### config.mk
export PLATFORM = sky130hd
export DESIGN_NAME = priority_decoder_lsb
export DESIGN_NICKNAME = d
export VERILOG_FILES = /design/src/rtl/priority_decoder_lsb_pkg.sv /design/src/rtl/priority_decoder_lsb_lsb_find.sv /design/src/rtl/priority_decoder_lsb.sv
export SDC_FILE = /design/constraint.sdc
export NUM_CORES = 1
export LEC_CHECK = 0
export CAP_MARGIN = 20
export CORE_AREA = 2 2 39 41
export CTS_BUF_LIST = sky130_fd_sc_hd__clkbuf_16
export DETAILED_ROUTE_END_ITERATION = 6
export DIE_AREA = 0 0 41 43
export PLACE_DENSITY_LB_ADDON = 0.05
export SKIP_LAST_GASP = 1
export SYNTH_ARGS = -nofsm -noshare
export SYNTH_HDL_FRONTEND = slang
export SYNTH_SLANG_ARGS = --single-unit
### constraint.sdc
create_clock -name clk -period 2.1 [get_ports clk]
set_input_delay 0.525 -clock clk [delete_from_list [all_inputs] [get_ports clk]]
set_output_delay 0.525 -clock clk [all_outputs]
set_load 0.03 [all_outputs]
### src/rtl/priority_decoder_lsb_pkg.sv
// priority_decoder_lsb_pkg
// Shared helpers for the lowest-set-bit priority decoder.
// Contents:
//   idx_width(w) - width of a binary index able to address w requesters.
//   MIN_WIDTH    - smallest request vector the decoder supports.
package priority_decoder_lsb_pkg;

    localparam int MIN_WIDTH = 2;

    // Index width for a vector of w bits. It never drops below one bit,
    // so every index port always has a legal range.
    function automatic int idx_width(input int w);
        return (w <= 2) ? 1 : $clog2(w);
    endfunction

endpackage

### src/rtl/priority_decoder_lsb_lsb_find.sv
// lsb_find
// Purely combinational lowest-set-bit finder.
// Ports:
//   in     [WIDTH-1:0] request vector, bit 0 has the highest priority
//   idx    [IDX_W-1:0] index of the lowest set bit, 0 when in is zero
//   onehot [WIDTH-1:0] one-hot copy of the selected bit, 0 when in is zero
//   any                1 when any bit of in is set
module lsb_find
    import priority_decoder_lsb_pkg::*;
#(
    parameter int WIDTH = 8,
    localparam int IDX_W = idx_width(WIDTH)
) (
    input  logic [WIDTH-1:0] in,
    output logic [IDX_W-1:0] idx,
    output logic [WIDTH-1:0] onehot,
    output logic             any
);

    // The scan runs from the top bit down, so the last hit written is the
    // lowest-indexed set bit and overrides any higher ones.
    always_comb begin
        idx    = '0;
        onehot = '0;
        any    = 1'b0;
        for (int i = WIDTH - 1; i >= 0; i--) begin
            if (in[i]) begin
                idx       = IDX_W'(i);
                onehot    = '0;
                onehot[i] = 1'b1;
                any       = 1'b1;
            end
        end
    end

endmodule

### src/rtl/priority_decoder_lsb.sv
// priority_decoder_lsb
// Registered lowest-set-bit priority decoder with one-cycle latency.
// Ports:
//   clk    system clock, rising edge active
//   rst_n  synchronous active-low reset, clears all outputs
//   in     [WIDTH-1:0] request vector, bit 0 has the highest priority
//   out    [IDX_W-1:0] registered index of the lowest set bit of in
//   valid  registered flag, 1 when in was non-zero
//   onehot [WIDTH-1:0] registered one-hot copy of the selected bit
module priority_decoder_lsb
    import priority_decoder_lsb_pkg::*;
#(
    parameter int WIDTH = 8,
    localparam int IDX_W = idx_width(WIDTH)
) (
    input  logic             clk,
    input  logic             rst_n,
    input  logic [WIDTH-1:0] in,
    output logic [IDX_W-1:0] out,
    output logic             valid,
    output logic [WIDTH-1:0] onehot
);

    generate
        if (WIDTH < MIN_WIDTH) begin : g_width_check
            $error("priority_decoder_lsb: WIDTH must be at least 2");
        end
    endgenerate

    logic [IDX_W-1:0] find_idx;
    logic [WIDTH-1:0] find_onehot;
    logic             find_any;

    lsb_find #(
        .WIDTH (WIDTH)
    ) u_lsb_find (
        .in     (in),
        .idx    (find_idx),
        .onehot (find_onehot),
        .any    (find_any)
    );

    // The finder already returns index 0 for an empty vector, so an invalid
    // result forces out to zero rather than holding the previous index.
    always_ff @(posedge clk) begin
        if (!rst_n) begin
            out    <= '0;
            valid  <= 1'b0;
            onehot <= '0;
        end else begin
            out    <= find_idx;
            valid  <= find_any;
            onehot <= find_onehot;
        end
    end

endmodule

==> impl_metrics.py, run 1 <==
metrics = {
    "status": {
        "status": "finished, final reports clean",
    },
    "clock_network": {
        "cts-root-buf": "clkbuf_16",
        "cts_hold_buffers": 0,
        "tritoncts": "done",
        "postCtsResizedCells": 0,
        "cts_buffers": 3,
        "post-cts-setup-buffers": 0,
        "clkSinkCount": 12,
        "cts.htree.levels": 1,
        "clk_path_buf_depth": 2,
        "clk_pin_slew_worst_paths_ns": 0.04,
    },
    "die": {
        "initial_core_util_pct": 29.1,
        "io_pins": 22,
        "num_rows": 14,
        "core_region_area_sq_um": 1380,
        "die-width_microns": 41,
        "die_height_microns": 43,
        "dieArea_sq_um": 1760,
    },
    "final_layout": {
        "nFillCells": 128,
        "multiInputGateArea_sq_um": 151,
        "post-route-util_pct": 51.4,
        "diodes": 0,
        "area_growth_pct": 76.7,
        "instances_no_fill": 79,
        "drive_gt1_share_pct": 11.1,
        "nNetsFinal": 74,
        "seqCellArea_sq_um": 240,
    },
    "route": {
        "wl_per_cell_microns": 10.3,
        "ant_nets": 0,
        "drtIter0Drc": 0,
        "vias": 354,
        "routed_wl_microns": 811,
        "vias_per_cell": 4.48,
        "drc": 0,
        "first_pass_iters": 1,
    },
    "placement": {
        "place.gp.congestion": 0.715,
        "placed_cells": 75,
        "place.detailed.hpwl_microns": 649,
        "pre_cts_ws_ns": 0.200,
        "port_buffers": 21,
    },
    "worst_setup_path": {
        "crit_family": "buffers and inverters",
        "critical_path_arrival_ns": 1.20,
        "critPathRequiredTime_ns": 1.57,
        "worstSetupStartpoint": "out[2]",
        "path_buf_inv": 1,
        "crit_fanout": 1,
        "crit_chain": "clkdlybuf4s50_1",
        "worstSetupPathType": "reg -> out",
        "crit_path_end_kind": "primary output",
        "cp_slowest_stage_delay_ns": 0.66,
        "slowest_stage": "clkdlybuf4s50_1",
        "startpoint_type": "flop",
    },
    "timing": {
        "relSlewSlack_pct": 71.6,
        "worst_slack_ns": 0.374,
        "finalCriticalPeriod_ns": 1.73,
        "hold_viol_final": 0,
        "fmax_ghz": 0.579,
        "setup_viol": 0,
        "timing.setup.tns_ns": 0,
        "fin_crit_sh_pct": 82.2,
        "tightest_slew_ns": 0.421,
        "slew_viol_final": 0,
        "rsz0062_at_grt": "no",
    },
    "global_routing": {
        "track_usage_pct": 12.5,
        "grt_first_pass_wirelength_microns": 1360,
        "grt_overflow": 0,
        "grt_pass1_vias": 327,
        "antenna_found_initial": 0,
        "grt_start_max_net_pins": 8,
    },
    "synth": {
        "ys_warn_count": 0,
        "ys_async_sr_fraction_pct": 0,
        "seq_area_frac_synth_pct": 59.6,
        "yosysMostFrequentCell": "dfxtp_1",
        "synthTopCellsByArea": "dfxtp_1, nor2_1, nor3_4",
        "synth-edff-count": 0,
        "synth_common_cells": "dfxtp_1, nor2_1, inv_1, and3_1, nor4_1",
        "yosysUniqueCellTypes": 18,
        "synth_largest_area_cell": "dfxtp_1",
        "syn_area_sq_um": 403,
        "avgSynthCellArea_sq_um": 10.6,
        "synth_nets": 48,
        "synth-seq-cells": 12,
        "yosysTopAreaCellShare_pct": 59.6,
        "synthCells": 38,
        "synth_ff_type": "dfxtp_1",
    },
    "worst_hold_path": {
        "min_path_type": "in -> reg",
        "hold_end": "onehot[0]",
        "holdPathStages": 3,
        "hold_start": "rst_n",
    },
    "power": {
        "leakage_nw": 0.292,
        "power.density_nw_per_um2": 903,
        "max-vdd-ir-drop_uv": 596,
    },
    "job": {
        "maxCapViolations": 0,
    },
}
-- through the flow --
| step | total power [mW] | cell area, sq um | hold slack (ns) |
|---|---|---|---|
| floorplan | 0.268 | 403 | 0.601 |
| global placement | 0.307 | 633 | 1.19 |
| detailed placement | 0.306 | 633 | 1.19 |
| CTS | 0.656 | 712 | 0.940 |
| global route | 0.676 | 712 | 0.972 |
| finish | 0.643 | 712 | 0.947 |
-- registers in the layout, summed over array words and instances, names as in the netlist --
signal,cells
valid,1
out,3
onehot,8
-- report_power, final --
part / leakage (nW) / internal (mW) / switching [mW]
clock: 0.0385 / 0.250 / 0.0907
combinational: 0.156 / 0.0325 / 0.0328
sequential: 0.0980 / 0.235 / 0.00151
-- metal layers --
layer | part of all wire [%] | routed length (microns) | vias to the layer above | track usage (%)
met5 | 0 | 0 | - | 0
met1 | 38 | 309 | 157 | 12.6
li1 | - | - | 184 | -
met2 | 52 | 418 | 13 | 16.9
met4 | 0 | 0 | 0 | 8.00
met3 | 10 | 84 | 0 | 9.95
-- layout make-up --
type | count | area share [%]
Clock buffer | 3 | 10.5
Sequential cell | 12 | 33.7
Timing Repair Buffer | 21 | 29.5
Multi-Input combinational cell | 23 | 21.3
Clock inverter | 1 | 0.527
Inverter | 3 | 1.58
Tap cell | 16 | 2.81
-- how the worst max path moves through the flow --
| stage | depth (start not counted) | to | slack [ns] |
|---|---|---|---|
| CTS | 1 | out[2] | 0.36 |
| global placement | 4 | onehot[6] | 0.22 |
| global route | 1 | onehot[6] | 0.32 |
| floorplan | 3 | onehot[5] | 0.81 |
| finish | 1 | out[2] | 0.37 |
| detailed placement | 4 | onehot[6] | 0.20 |
-- kinds of logic (layout without fill, tap and decap cells) --
family                 after synthesis  after routing  synth area share, %
buffers and inverters                3             28                 2.79
AO/OA/AOI/OAI                        4              4                 6.21
AND/OR/NAND/NOR                     19             19                 31.4
flip-flops                          12             12                 59.6
-- cell usage in the layout (no fill, tap or decap) --
master,n
a21oi_1,1
a31oi_1,1
and2_2,1
and3_1,2
and3_2,1
and3b_1,1
clkbuf_16,3
clkdlybuf4s50_1,21
clkinv_1,1
dfxtp_1,12
inv_1,3
nand3b_1,1
nand4_1,1
nor2_1,6
nor2b_1,1
nor3_4,1
nor3b_1,1
nor4_1,2
o2111ai_1,1
o21ai_0,1
or3b_4,1
Note: power is estimated with default switching activity, not from simulation.
==> run 2: changes to the inputs <==
clock period = 1.8 ns   (was 2.1 ns; I/O delays follow)
==> impl_metrics.py, run 2 (synthesis gave the netlist of run 1 again) <==
metrics = {
    "timing": {
        "setup_viol": 0,
        "fin_crit_sh_pct": 91.8,
        "slew_viol_final": 0,
        "relSlewSlack_pct": 70.6,
        "rsz0062_at_grt": "no",
        "hold_viol_final": 0,
        "timing.setup.tns_ns": 0,
        "tightest_slew_ns": 0.437,
        "whs_ns": 0.873,
        "fmax_ghz": 0.605,
        "finalCriticalPeriod_ns": 1.65,
    },
    "final_layout": {
        "drive_gt1_share_pct": 12.5,
        "diodes": 0,
        "largest_reg_flops": 8,
        "seqCellArea_sq_um": 240,
        "nFillCells": 131,
        "mostFrequentLayoutCell": "clkdlybuf4s50_1",
        "multiInputGateArea_sq_um": 151,
        "area_growth_pct": 78.6,
        "reg.largest.list": "onehot: 8 flops, out: 3 flops, valid: 1 flops",
        "layout_common_cells": "clkdlybuf4s50_1, dfxtp_1, nor2_1, inv_1, clkbuf_16",
        "largest_register": "onehot",
        "nNetsFinal": 75,
    },
    "worst_setup_path": {
        "critical_path_arrival_ns": 1.20,
        "path_buf_inv": 1,
        "cp_slowest_stage_delay_ns": 0.66,
        "startpoint_type": "flop",
        "crit_family": "buffers and inverters",
        "crit_chain": "clkdlybuf4s50_1",
        "critPathRequiredTime_ns": 1.35,
        "worstSetupPathType": "reg -> out",
        "crit_fanout": 1,
        "slowest_stage": "clkdlybuf4s50_1",
        "crit_path_end_kind": "primary output",
    },
    "die": {
        "core_region_area_sq_um": 1380,
        "initial_core_util_pct": 29.1,
        "io_pins": 22,
        "die_height_microns": 43,
        "dieArea_sq_um": 1760,
        "die-width_microns": 41,
        "num_rows": 14,
    },
    "worst_hold_path": {
        "holdPathStages": 2,
        "hold_start": "in[6]",
        "hold_end": "onehot[6]",
        "min_path_type": "in -> reg",
    },
    "clock_network": {
        "postCtsResizedCells": 0,
        "clk_pin_slew_worst_paths_ns": 0.04,
        "cts-root-buf": "clkbuf_16",
        "cts.htree.levels": 1,
        "tritoncts": "done",
        "cts_buffers": 3,
        "clkSinkCount": 12,
        "post-cts-setup-buffers": 0,
        "clk_path_buf_depth": 2,
        "cts_hold_buffers": 0,
    },
    "global_routing": {
        "grt_first_pass_wirelength_microns": 1340,
        "antenna_found_initial": 0,
        "grt_pass1_vias": 329,
        "track_usage_pct": 11.5,
        "grt_start_max_net_pins": 8,
        "grt_overflow": 0,
    },
    "route": {
        "drc": 0,
        "routed_wl_microns": 823,
        "ant_nets": 0,
        "drtIter0Drc": 7,
        "vias": 356,
        "vias_per_cell": 4.45,
        "wl_per_cell_microns": 10.3,
        "first_pass_iters": 2,
    },
    "placement": {
        "port_buffers": 21,
        "place.gp.congestion": 0.727,
        "place.detailed.hpwl_microns": 647,
    },
    "status": {
        "status": "finished, final reports clean",
    },
    "power": {
        "max-vdd-ir-drop_uv": 694,
        "power.density_nw_per_um2": 1050,
        "leakage_nw": 0.297,
    },
    "job": {
        "maxCapViolations": 0,
    },
}
## run 2: stage by stage
stage	cells	utilization [%]	setup WS, ns	area [sq um]	power (mW)
after CTS	80	52.0	0.137	719	0.760
after global placement	76	46.3	0.0661	641	0.360
after floorplan	38	-	0.588	403	0.312
after detailed placement	76	46.3	0.0700	641	0.359
final	80	52.0	0.148	719	0.754
after global routing	80	52.0	0.108	719	0.788
## run 2: final cells by class
class / instances / share of cell area (%)
Inverter: 3 / 1.57
Tap cell: 16 / 2.78
Clock inverter: 1 / 0.522
Multi-Input combinational cell: 23 / 21.0
Sequential cell: 12 / 33.4
Clock buffer: 3 / 10.4
Timing Repair Buffer: 22 / 30.3
## run 2: worst max path at each step
| stage | startpoint | endpoint | slack (ns) | cells past startpoint |
|---|---|---|---|---|
| finish | out[2] | out[2] | 0.15 | 1 |
| global route | out[2] | out[2] | 0.11 | 1 |
| CTS | out[2] | out[2] | 0.14 | 1 |
| detailed placement | rst_n | onehot[6] | 0.07 | 4 |
| global placement | rst_n | onehot[6] | 0.07 | 4 |
| floorplan | in[1] | onehot[5] | 0.59 | 3 |
## run 2: layer usage
metal | wire length, microns | vias to the layer above | share of wire, % | track usage, %
met3 | 49 | 0 | 6.0 | 6.28
met2 | 427 | 11 | 52 | 16.9
met4 | 0 | 0 | 0 | 4.00
li1 | - | 184 | - | -
met1 | 345 | 161 | 42 | 13.7
met5 | 0 | - | 0 | 0
## run 2: power by group
| group | internal [mW] | switching (mW) |
|---|---|---|
| clock | 0.292 | 0.108 |
| sequential | 0.274 | 0.00170 |
| combinational | 0.0393 | 0.0392 |
==> run 3: changes to the inputs <==
PLACE_DENSITY = 0.74   (was unset)
PLACE_DENSITY_LB_ADDON = unset   (was 0.05)
==> impl_metrics.py, run 3 (synthesis gave the netlist of run 1 again) <==
metrics = {
    "timing": {
        "tightest_slew_ns": 0.401,
        "timing.setup.tns_ns": 0,
        "relSlewSlack_pct": 73.0,
        "rsz0062_at_grt": "no",
        "slew_viol_final": 0,
        "finalCriticalPeriod_ns": 1.65,
        "worst_slack_ns": 0.149,
        "fmax_ghz": 0.606,
        "setup_viol": 0,
        "fin_crit_sh_pct": 91.7,
        "hold_viol_final": 0,
    },
    "worst_setup_path": {
        "crit_chain": "clkdlybuf4s50_1",
        "critical_path_arrival_ns": 1.20,
        "crit_family": "buffers and inverters",
        "slowest_stage": "clkdlybuf4s50_1",
        "crit_cells": 1,
        "worstSetupStartpoint": "onehot[3]",
        "critPathRequiredTime_ns": 1.35,
        "crit_path_end_kind": "primary output",
        "cp_slowest_stage_delay_ns": 0.66,
        "crit_path_end": "onehot[3]",
        "path_buf_inv": 1,
        "crit_fanout": 1,
        "worstSetupPathType": "reg -> out",
        "startpoint_type": "flop",
    },
    "global_routing": {
        "met3_usage_pct": 6.28,
        "grtUsageMet1_pct": 14.1,
        "grt_start_max_net_pins": 8,
        "antenna_found_initial": 0,
        "track_usage_pct": 11.4,
        "grt_overflow": 0,
        "met2_usage_pct": 15.3,
        "grt_first_pass_wirelength_microns": 1320,
        "grt_pass1_vias": 330,
        "busiest_layer": "met2",
    },
    "final_layout": {
        "largest_register": "onehot",
        "seqCellArea_sq_um": 240,
        "mostFrequentLayoutCell": "clkdlybuf4s50_1",
        "multiInputGateArea_sq_um": 151,
        "layout_common_cells": "clkdlybuf4s50_1, dfxtp_1, nor2_1, inv_1, clkbuf_16",
        "diodes": 0,
        "largest_reg_flops": 8,
        "drive_gt1_share_pct": 12.5,
        "nFillCells": 137,
        "reg.largest.list": "onehot: 8 flops, out: 3 flops, valid: 1 flops",
        "area_growth_pct": 78.6,
        "nNetsFinal": 75,
    },
    "route": {
        "drtIter0Drc": 5,
        "wl_per_cell_microns": 10.2,
        "vias": 353,
        "first_pass_iters": 2,
        "vias_per_cell": 4.41,
        "routed_wl_microns": 818,
        "drc": 0,
        "ant_nets": 0,
    },
    "clock_network": {
        "clk_path_buf_depth": 2,
        "tritoncts": "done",
        "post-cts-setup-buffers": 0,
        "postCtsResizedCells": 0,
        "clkSinkCount": 12,
        "cts_hold_buffers": 0,
        "cts.htree.levels": 1,
        "cts-root-buf": "clkbuf_16",
        "cts_buffers": 3,
        "clk_pin_slew_worst_paths_ns": 0.04,
    },
    "status": {
        "status": "finished, final reports clean",
    },
    "placement": {
        "pre_cts_ws_ns": 0.0573,
        "place.gp.congestion": 0.801,
        "port_buffers": 21,
        "place.detailed.hpwl_microns": 615,
    },
    "worst_hold_path": {
        "min_path_type": "in -> reg",
    },
    "power": {
        "leakage_nw": 0.297,
        "power_uw": 756,
        "max-vdd-ir-drop_uv": 620,
        "power.density_nw_per_um2": 1050,
    },
    "die": {
        "die_height_microns": 43,
        "core_region_area_sq_um": 1380,
        "die-width_microns": 41,
        "dieArea_sq_um": 1760,
        "io_pins": 22,
        "initial_core_util_pct": 29.1,
        "num_rows": 14,
    },
    "job": {
        "maxCapViolations": 0,
    },
}
-- run 3: cell counts in the layout (fill, tap and decap cells not counted) --
No cell type changed its count.
-- run 3: final cells by class --
class	instances	share of cell area, %
clock inverters	1	0.522
multi-input cells	23	21.0
inverters	3	1.57
clock buffers	3	10.4
well taps	16	2.78
flip-flops and latches	12	33.4
repair buffers	22	30.3
-- run 3: how the worst min path moves through the flow --
stage               startpoint   endpoint  depth (start not counted)
floorplan                in[2]  onehot[3]                          1
global placement         in[0]  onehot[0]                          3
detailed placement       in[6]  onehot[6]                          2
CTS                      in[0]  onehot[0]                          3
global route             in[0]  onehot[0]                          3
finish                   in[0]  onehot[0]                          3
-- run 3: stage by stage --
stage	area (sq um)	hold slack [ns]	std cells	utilization, %
CTS	719	0.878	80	52.0
floorplan	403	0.526	38	-
global placement	641	1.11	76	46.3
detailed placement	641	1.11	76	46.3
finish	719	0.874	80	52.0
global route	719	0.906	80	52.0
-- run 3: where the power goes --
group / leakage, nW / switching (mW) / internal (mW)
sequential: 0.0980 / 0.00165 / 0.274
combinational: 0.160 / 0.0389 / 0.0393
clock: 0.0385 / 0.110 / 0.292
-- run 3: metal layers --
metal | routed length, microns | vias up | part of all wire, %
met4 | 0 | 0 | 0
met1 | 353 | 155 | 43
met5 | 0 | - | 0
met3 | 57 | 0 | 7.0
met2 | 407 | 14 | 50
li1 | - | 184 | -
